File: src/rtl/instruction_fetch_unit.sv
// Fetch stage: owns the PC, buffers {pc, instruction} pairs for decode.
// Define IFU_MISALIGN_TRAP_EN to trap misaligned redirects via Fetch_Fault.
module instruction_fetch_unit #(
  parameter logic [63:0] RESET_PC   = 64'h0,
  parameter int          FIFO_DEPTH = 2,
  parameter int          PC_STEP    = 4
) (
  input  logic                         clk,
  input  logic                         reset,
  input  logic                         Fetch_Enable,
  output logic [63:0]                  Inst_Address,
  input  logic [31:0]                  Instruction,
  input  logic                         Redirect_Valid,
  input  logic [63:0]                  Redirect_Target,
  output logic                         Out_Valid,
  input  logic                         Out_Ready,
  output logic [63:0]                  Out_PC,
  output logic [31:0]                  Out_Instruction,
  output logic [$clog2(FIFO_DEPTH):0]  Fetch_Count
`ifdef IFU_MISALIGN_TRAP_EN
  ,
  output logic                         Fetch_Fault
`endif
);

  localparam int PW = $clog2(FIFO_DEPTH);
  localparam int CW = PW + 1;

  typedef struct packed {
    logic [63:0] pc;
    logic [31:0] ins;
  } fetch_t;

  fetch_t          mem [FIFO_DEPTH];
  fetch_t          head_q;
  fetch_t          head_d;
  logic [63:0]     pc_q;
  logic [63:0]     pc_d;
  logic [63:0]     redir_pc;
  logic [PW-1:0]   wr_ptr;
  logic [PW-1:0]   rd_ptr;
  logic [PW-1:0]   rd_nxt;
  logic [CW-1:0]   cnt;
  logic [CW-1:0]   remain;
  logic            full;
  logic            push;
  logic            pop;
  logic            blocked;

`ifdef IFU_MISALIGN_TRAP_EN
  logic fault_q;

  always_ff @(posedge clk or negedge reset) begin
    if (!reset) begin
      fault_q <= 1'b0;
    end else if (Redirect_Valid) begin
      fault_q <= |Redirect_Target[1:0];
    end
  end

  assign Fetch_Fault = fault_q;
  assign blocked     = fault_q;
  assign redir_pc    = Redirect_Target;
`else
  logic unused_tgt;

  assign unused_tgt = ^Redirect_Target[1:0];
  assign blocked    = 1'b0;
  assign redir_pc   = {Redirect_Target[63:2], 2'b00};
`endif

  assign full   = (cnt == CW'(FIFO_DEPTH));
  assign pop    = Out_Valid & Out_Ready;
  assign push   = Fetch_Enable & ~Redirect_Valid & ~blocked
                & (~full | pop);
  assign remain = cnt - CW'(pop);
  assign rd_nxt = rd_ptr + PW'(pop);

  // Head register preloads the entry that will be at the head after
  // this edge, so a push into an empty buffer is visible next cycle.
  always_comb begin
    pc_d   = pc_q;
    head_d = head_q;
    unique case (1'b1)
      Redirect_Valid: begin
        pc_d   = redir_pc;
        head_d = '0;
      end
      default: begin
        if (push) begin
          pc_d = pc_q + 64'(PC_STEP);
        end
        if (remain != '0) begin
          head_d = mem[rd_nxt];
        end else if (push) begin
          head_d = '{pc: pc_q, ins: Instruction};
        end
      end
    endcase
  end

  always_ff @(posedge clk or negedge reset) begin
    if (!reset) begin
      pc_q   <= RESET_PC;
      head_q <= '0;
      wr_ptr <= '0;
      rd_ptr <= '0;
      cnt    <= '0;
    end else begin
      pc_q   <= pc_d;
      head_q <= head_d;
      if (Redirect_Valid) begin
        wr_ptr <= '0;
        rd_ptr <= '0;
        cnt    <= '0;
      end else begin
        wr_ptr <= wr_ptr + PW'(push);
        rd_ptr <= rd_nxt;
        cnt    <= cnt + CW'(push) - CW'(pop);
      end
    end
  end

  always_ff @(posedge clk) begin
    if (push) begin
      mem[wr_ptr] <= '{pc: pc_q, ins: Instruction};
    end
  end

  assign Inst_Address    = pc_q;
  assign Out_Valid       = (cnt != '0);
  assign Out_PC          = head_q.pc;
  assign Out_Instruction = head_q.ins;
  assign Fetch_Count     = cnt;

endmodule

File: config.mk
export PLATFORM = sky130hd
export DESIGN_NAME = instruction_fetch_unit
export DESIGN_NICKNAME = d
export VERILOG_FILES = /design/src/rtl/instruction_fetch_unit.sv
export SDC_FILE = /design/constraint.sdc
export NUM_CORES = 1
export LEC_CHECK = 0
export CORE_MARGIN = 2
export CORE_UTILIZATION = 58
export DETAILED_ROUTE_END_ITERATION = 8
export PLACE_DENSITY = 0.95
export SLEW_MARGIN = 20
export SYNTH_ARGS = -nofsm -noshare
export SYNTH_HDL_FRONTEND = slang
export SYNTH_SLANG_ARGS = --single-unit
File: constraint.sdc
create_clock -name clk -period 10.85 [get_ports clk]
set_clock_uncertainty 0.15 [all_clocks]
set_input_delay 1.085 -clock clk [delete_from_list [all_inputs] [get_ports clk]]
set_output_delay 1.085 -clock clk [all_outputs]
set_load 0.01 [all_outputs]
==> results of run 1 <==
-- logic make-up (layout without fill, tap and decap cells) --
kind of cell,Yosys count,count (layout),synth area share (%)
and+or+nand+nor,572,572,18.9
adders and majority gates,4,4,0.317
buffers and inverters,125,352,3.65
other,1,4,0.0238
AOI/OAI and AO/OA,304,304,15.2
xor gates and xnor gates,3,3,0.214
muxes,6,6,0.412
DFF,349,349,61.3
-- layer usage --
layer  vias up  global-route usage [%]  part of all wire (%)
met3       172                    6.29                   9.5
met5         -                       0                     0
met2       895                    51.0                    49
li1       5615                       -                     -
met1      6363                    40.0                    37
met4         0                    14.5                   4.7
-- synthesized netlist by cell type (15+ instances only) --
master	n
sky130_fd_sc_hd__o311ai_0	27
sky130_fd_sc_hd__edfxtp_1	188
sky130_fd_sc_hd__nand3_1	47
sky130_fd_sc_hd__nand2_1	259
sky130_fd_sc_hd__nand4_1	35
sky130_fd_sc_hd__buf_4	18
sky130_fd_sc_hd__a211oi_1	94
sky130_fd_sc_hd__clkbuf_1	63
sky130_fd_sc_hd__dfrtp_1	161
sky130_fd_sc_hd__inv_1	16
sky130_fd_sc_hd__buf_2	23
sky130_fd_sc_hd__a311oi_1	94
sky130_fd_sc_hd__nor2b_1	101
sky130_fd_sc_hd__or4_1	15
sky130_fd_sc_hd__o21ai_0	22
sky130_fd_sc_hd__nor2_1	32
-- how the worst min path moves through the flow --
stage,from,endpoint,cells after the start,slack (ns)
2_1_floorplan,Inst_Address[23]$_DFFE_PN0P_,mem[0][55]$_DFFE_PP_,0,0.37
3_3_place_gp,Out_Instruction[15]$_DFFE_PN0P_,Out_Instruction[15]$_DFFE_PN0P_,2,0.39
3_5_place_dp,Out_PC[23]$_DFFE_PN0P_,Out_PC[23]$_DFFE_PN0P_,2,0.39
4_1_cts,Out_PC[2]$_DFFE_PN0P_,Out_PC[2]$_DFFE_PN0P_,2,0.41
5_1_grt,Out_PC[26]$_DFFE_PN0P_,Out_PC[26]$_DFFE_PN0P_,2,0.43
6_report,Out_PC[38]$_DFFE_PN0P_,Out_PC[38]$_DFFE_PN0P_,2,0.40
-- metrics by stage --
stage | hold WS (ns) | util (%)
after floorplan | 0.373 | -
after global placement | 0.392 | 68.8
after detailed placement | 0.395 | 68.8
after CTS | 0.410 | 73.3
after global routing | 0.429 | 73.3
final | 0.405 | 73.3
-- cell type report --
class                   instances  area (um^2)  share of cell area [%]
flip-flops and latches        349         9670                    49.2
multi-input cells             891         5590                    28.5
repair buffers                272         2700                    13.7
clock buffers                  48          967                    4.92
well taps                     341          427                    2.17
clock inverters                16          229                    1.16
inverters                      16         62.6                   0.318
diodes                          2         5.00                  0.0255
-- power by group through the flow --
stage | Sequential (W) | Combinational [W] | Clock, W
floorplan | 0.00178 | 0.000533 | 0
global placement | 0.00175 | 0.000992 | 0
detailed placement | 0.00176 | 0.00104 | 0
CTS | 0.00174 | 0.00105 | 0.00128
global route | 0.00176 | 0.00114 | 0.00133
finish | 0.00174 | 0.00106 | 0.00127
-- sequential cells by signal, summed over array words and instances (netlist names) --
signal	cells
Out_Instruction	32
wr_ptr	1
mem	188
Fetch_Count	2
Inst_Address	62
Out_PC	63
rd_ptr	1
-- critical path: stages --
cell and delay, ns:
sky130_fd_sc_hd__buf_6 0.27, sky130_fd_sc_hd__inv_1 0.14, sky130_fd_sc_hd__buf_4 0.40, sky130_fd_sc_hd__nand3_4 0.74
sky130_fd_sc_hd__inv_4 0.80, sky130_fd_sc_hd__buf_4 0.79, sky130_fd_sc_hd__nor2_1 0.24, sky130_fd_sc_hd__buf_4 0.28
sky130_fd_sc_hd__o21ai_0 0.30, sky130_fd_sc_hd__o311ai_0 0.22
==> run metrics, run 1 <==
Chip Height 169 um; Clock Latency Late Sink 0.51 ns; relative contribution of the clock network to total power 31.2%; number of buffers inserted during clock tree synthesis 36; # DRC 0; maximum clock rate 0.188 GHz; number of buffers inserted for hold repair after clock tree synthesis 0; CTS tree built; number of buffers added for setup after CTS 0; capturing point of the worst reg2reg path Inst_Address[5]$_DFFE_PN0P_; Inst Count DP 1,869; initial DRC count 1,671; Pint 0.00281 W; area of the mapped netlist 15,800 um^2; transition time of the tightest slew-check pin 1.09 ns; Synth area leader sky130_fd_sc_hd__edfxtp_1; final count of hold timing violations 0; die outline area 28,500 um^2; number of warning messages in the yosys log 0; Max Fanout on Critical Path 105; Routed WL 44.9 mm; portion of total power attributed to sequential cells 42.8%; crit path kind in -> reg; # setup viols final 0; placer congestion estimate 0.926; number of routed nets with antenna violations 0; most common cell after layout, fill and taps aside sky130_fd_sc_hd__nand2_1; beginning of the worst register-to-register path Fetch_Count[0]$_DFF_PN0_; Data arrival, critical path 5.49 ns; number of placed I/O pins 264; post-place setup slack 5.34 ns; CTS H-Tree Depth 2; CP endpoint Inst_Address[5]$_DFFE_PN0P_; Pre-antenna DRT Iters 6; starting density of the core 58.9%; area growth from synthesis to layout 24.5%; number of antenna violations at the first check in global routing 2; area of the core 26,800 um^2; cell chosen for the clock root sky130_fd_sc_hd__clkbuf_16; DR vias/cell 6.74; number of buffers on the longest clock path 3; shortest period the worst path allows 5.31 ns; max_cap viols 0; # rows 60; leakage 6.88 nW; remaining max-slew budget at the tightest pin 27.5%; area after detailed placement 18,500 um^2; fillcell total 1,678; maximum number of pins on one net before global-route repair 121; async set-reset flop share out of synthesis 46.1%; R2R setup slack 6.22 ns; required time at the worst-slack endpoint 11.03 ns; setup slack after layout 5.54 ns; Final period util 48.9%; maximum VDD drop 0.227 mV; half-perimeter wire length of the detailed placement result 27.3 mm; Hold Path Class reg -> reg; Synth cell types 66; Crit. End Element register; Mapped Cells 1,364; cells on worst reg2reg path 8; fin cells 1,935; status finished, final reports clean; final std cell area, no fill 19,700 um^2; Power Density 207 nW/um^2; post-cts repair resize count 0; fraction of layout instances using a drive strength above 1 6.34%; cells taking the most area after synthesis sky130_fd_sc_hd__edfxtp_1 36%, sky130_fd_sc_hd__dfrtp_1 26%, sky130_fd_sc_hd__nand2_1 6.2%, sky130_fd_sc_hd__a311oi_1 5.2%, sky130_fd_sc_hd__a211oi_1 4.5%; share of the synthesized area in the top cell type 35.8%; commonest cells after routing, fill and taps aside 259 x sky130_fd_sc_hd__nand2_1, 257 x sky130_fd_sc_hd__clkdlybuf4s50_1, 188 x sky130_fd_sc_hd__edfxtp_1, 161 x sky130_fd_sc_hd__dfrtp_1, 101 x sky130_fd_sc_hd__nor2b_1; type of element launching the critical path primary input; routed wirelength normalized by instance count 23.2 um; global route overflow 0; sequential cell area fraction in the yosys report 61.3%; first-pass GRT wire length 70.1 mm; combinational cell fraction of total power 26.0%; final net count 1,671; start point of the critical path Redirect_Valid; count of vias placed by the detailed router 13.0k; accumulated negative setup slack 0 ns; number of flops mapped to enable cells by yosys 188; via count of the first global-routing pass 12.8k; total net switching power 0.00126 W; gr usage total 31.0%; dominant synthesized flop cell sky130_fd_sc_hd__edfxtp_1; number of buffers inserted by port buffering 259; number of synthesized register bits 349; setup repair after global routing missed its margin false; count of pins over their slew limit 0; Synth Area per Inst 11.6 um^2; Clock Sinks 349; Switching Share 30.9%; horizontal die dimension 169 um; Reg clk slew, reported paths 0.06 ns; Tot Pwr 0.00407 W
No activity file was read; power rests on OpenSTA's default activity.
==> run 2, diff against run 1 <==
--- a/config.mk
+++ b/config.mk
@@ -6,9 +6,9 @@
 export NUM_CORES = 1
 export LEC_CHECK = 0
 export CORE_MARGIN = 2
-export CORE_UTILIZATION = 58
+export CORE_UTILIZATION = 48
 export DETAILED_ROUTE_END_ITERATION = 8
-export PLACE_DENSITY = 0.95
+export PLACE_DENSITY = 0.87
 export SLEW_MARGIN = 20
 export SYNTH_ARGS = -nofsm -noshare
 export SYNTH_HDL_FRONTEND = slang
==> constraint.sdc (replaced) <==
create_clock -name clk -period 4.7 [get_ports clk]
set_clock_uncertainty 0.15 [all_clocks]
set_input_delay 0.47 -clock clk [delete_from_list [all_inputs] [get_ports clk]]
set_output_delay 0.47 -clock clk [all_outputs]
set_load 0.01 [all_outputs]
==> run metrics, run 2 (synthesis gave the netlist of run 1 again) <==
first-pass GRT wire length 70.0 mm (about the same); via count of the first global-routing pass 12.5k (-2.5%); routed length on met3 3.86 mm (-9.9%); number of placed I/O pins 264 (unchanged); number of buffers inserted for hold repair after clock tree synthesis 1 (+1); number of buffers inserted during clock tree synthesis 37 (+2.8%); crit path kind reg -> reg; Chip Height 185 um (+9.7%); Crit. End Element register; final cell utilization of the core 61.4% (-12 points); final count of hold timing violations 0 (unchanged); Pre-antenna DRT Iters 8 (+2); global route overflow 0 (unchanged); area after detailed placement 18,700 um^2 (+1.2%); setup repair after global routing missed its margin false; number of flip-flops under the largest register name 188 (unchanged); start point of the critical path Fetch_Count[0]$_DFF_PN0_; half-perimeter wire length of the detailed placement result 28.5 mm (+4.3%); transition time of the tightest slew-check pin 1.03 ns (-0.0554 ns); accumulated negative setup slack 0 ns (unchanged); Switching Share 31.2% (+0.26 points); area of the core 32,500 um^2 (+21%); highest routing layer actually used met4; leakage 6.94 nW (+0.89%); post-cts repair resize count 0 (unchanged); area of the multi-input gates 5590 um^2 (unchanged); cell chosen for the clock root sky130_fd_sc_hd__clkbuf_16; relative contribution of the clock network to total power 31.3% (about the same); Max Fanout on Critical Path 45 (-57%); R2R setup slack 1.48 ns (-4.74 ns); final std cell area, no fill 19,900 um^2 (+1.3%); maximum clock rate 0.311 GHz; number of buffers inserted by port buffering 259 (unchanged); beginning of the worst register-to-register path Fetch_Count[0]$_DFF_PN0_; number of buffers added for setup after CTS 0 (unchanged); shortest period the worst path allows 3.22 ns; horizontal die dimension 185 um (+9.7%); total net switching power 0.00294 W (+130%); Met1 Wirelength 18.3 mm (+9.7%); max_cap viols 0 (unchanged); initial DRC count 1,444 (-14%); CTS tree built; source of the worst hold timing path Redirect_Valid; fillcell total 2,458 (+46%); starting density of the core 48.6% (-10 points); post-place setup slack 1.09 ns (-4.25 ns); setup slack after layout 1.48 ns (-4.06 ns); combinational cell fraction of total power 26.1% (about the same); die outline area 34,300 um^2 (+20%); routed wirelength normalized by instance count 22.1 um (-4.7%); maximum VDD drop 0.411 mV (+81%); # rows 66 (+10%); Power Density 473 nW/um^2 (+130%); Reg with most FFs mem; DR vias/cell 6.27 (-7.0%); Data arrival, critical path 3.46 ns (-2.03 ns); type of element launching the critical path register; total area of sequential cells 9670 um^2 (unchanged); required time at the worst-slack endpoint 4.95 ns (-6.08 ns); placer congestion estimate 0.880 (-5.0%); count of vias placed by the detailed router 12.8k (-1.7%); Routed WL 45.3 mm (+0.73%); met2 wire length 21.3 mm (-2.5%); number of buffers on the longest clock path 3 (unchanged); most common cell after layout, fill and taps aside sky130_fd_sc_hd__nand2_1; Inst Count DP 1,975 (+5.7%); number of routed nets with antenna violations 0 (unchanged); Hold Path Class in -> reg; portion of total power attributed to sequential cells 42.7% (about the same); number of antenna violations at the first check in global routing 2 (unchanged); fin cells 2,045 (+5.7%); # setup viols final 0 (unchanged); final net count 1,678 (+0.42%); Reg clk slew, reported paths 0.06 ns (about the same); Final period util 68.5%; maximum number of pins on one net before global-route repair 96 (-21%); remaining max-slew budget at the tightest pin 31.2% (+3.7 points); status finished, final reports clean; # DRC 0 (unchanged); gr usage total 26.1% (-4.9 points); Clock Sinks 349 (unchanged); fraction of layout instances using a drive strength above 1 7.12% (+0.78 points); commonest cells after routing, fill and taps aside 259 x sky130_fd_sc_hd__nand2_1, 257 x sky130_fd_sc_hd__clkdlybuf4s50_1, 188 x sky130_fd_sc_hd__edfxtp_1, 161 x sky130_fd_sc_hd__dfrtp_1, 101 x sky130_fd_sc_hd__nor2b_1; CTS H-Tree Depth 2 (unchanged); count of pins over their slew limit 0 (unchanged); Clock Latency Late Sink 0.53 ns (+0.02 ns); area growth from synthesis to layout 26.2%; Pint 0.00648 W (+130%)
## run 2: power groups by stage
stage,combinational [W],sequential [W],clock (W)
floorplan,0.00123,0.00411,0
global placement,0.00235,0.00404,0
detailed placement,0.00244,0.00407,0
CTS,0.00246,0.00401,0.00297
global route,0.00267,0.00407,0.00308
finish,0.00246,0.00402,0.00294
## run 2: path summary, 6_finish.rpt
check | end | cells after the start
max | Out_Instruction[19]$_DFFE_PN0P_ | 7
min | rd_ptr$_DFF_PN0_ | 2
max reg2reg | Out_Instruction[19]$_DFFE_PN0P_ | 7
min reg2reg | Out_Instruction[23]$_DFFE_PN0P_ | 2
max in group asynchronous | Out_Instruction[4]$_DFFE_PN0P_ | 3
min in group asynchronous | Out_PC[13]$_DFFE_PN0P_ | 2
## run 2: final cells by class
| class | count | share of cell area (%) |
|---|---|---|
| diodes | 2 | 0.0251 |
| clock buffers | 51 | 5.33 |
| clock inverters | 16 | 0.823 |
| inverters | 16 | 0.314 |
| multi-input cells | 891 | 28.1 |
| flip-flops and latches | 349 | 48.6 |
| well taps | 442 | 2.78 |
| repair buffers | 278 | 14.1 |
## run 2: metal layers
layer  up-vias  track usage [%]
li1       5628                -
met1      6363             36.1
met2       706             41.3
met3       122             3.83
met4         0             11.3
met5         -                0
## run 2: worst max-delay path: stages (launching register included)
cell	delay (ns)
sky130_fd_sc_hd__dfrtp_1	0.55
sky130_fd_sc_hd__or3b_1	0.26
sky130_fd_sc_hd__nand3_4	0.11
sky130_fd_sc_hd__inv_4	0.46
sky130_fd_sc_hd__buf_4	0.53
sky130_fd_sc_hd__buf_4	0.54
sky130_fd_sc_hd__nand2_1	0.12
sky130_fd_sc_hd__a311oi_1	0.31
## run 2: stage by stage
step | power, W | hold WS [ns]
2_1_floorplan | 0.00534 | 0.0244
3_5_place_dp | 0.00651 | 0.396
5_1_grt | 0.00982 | 0.268
3_3_place_gp | 0.00639 | 0.392
4_1_cts | 0.00944 | 0.224
6_report | 0.00942 | 0.249
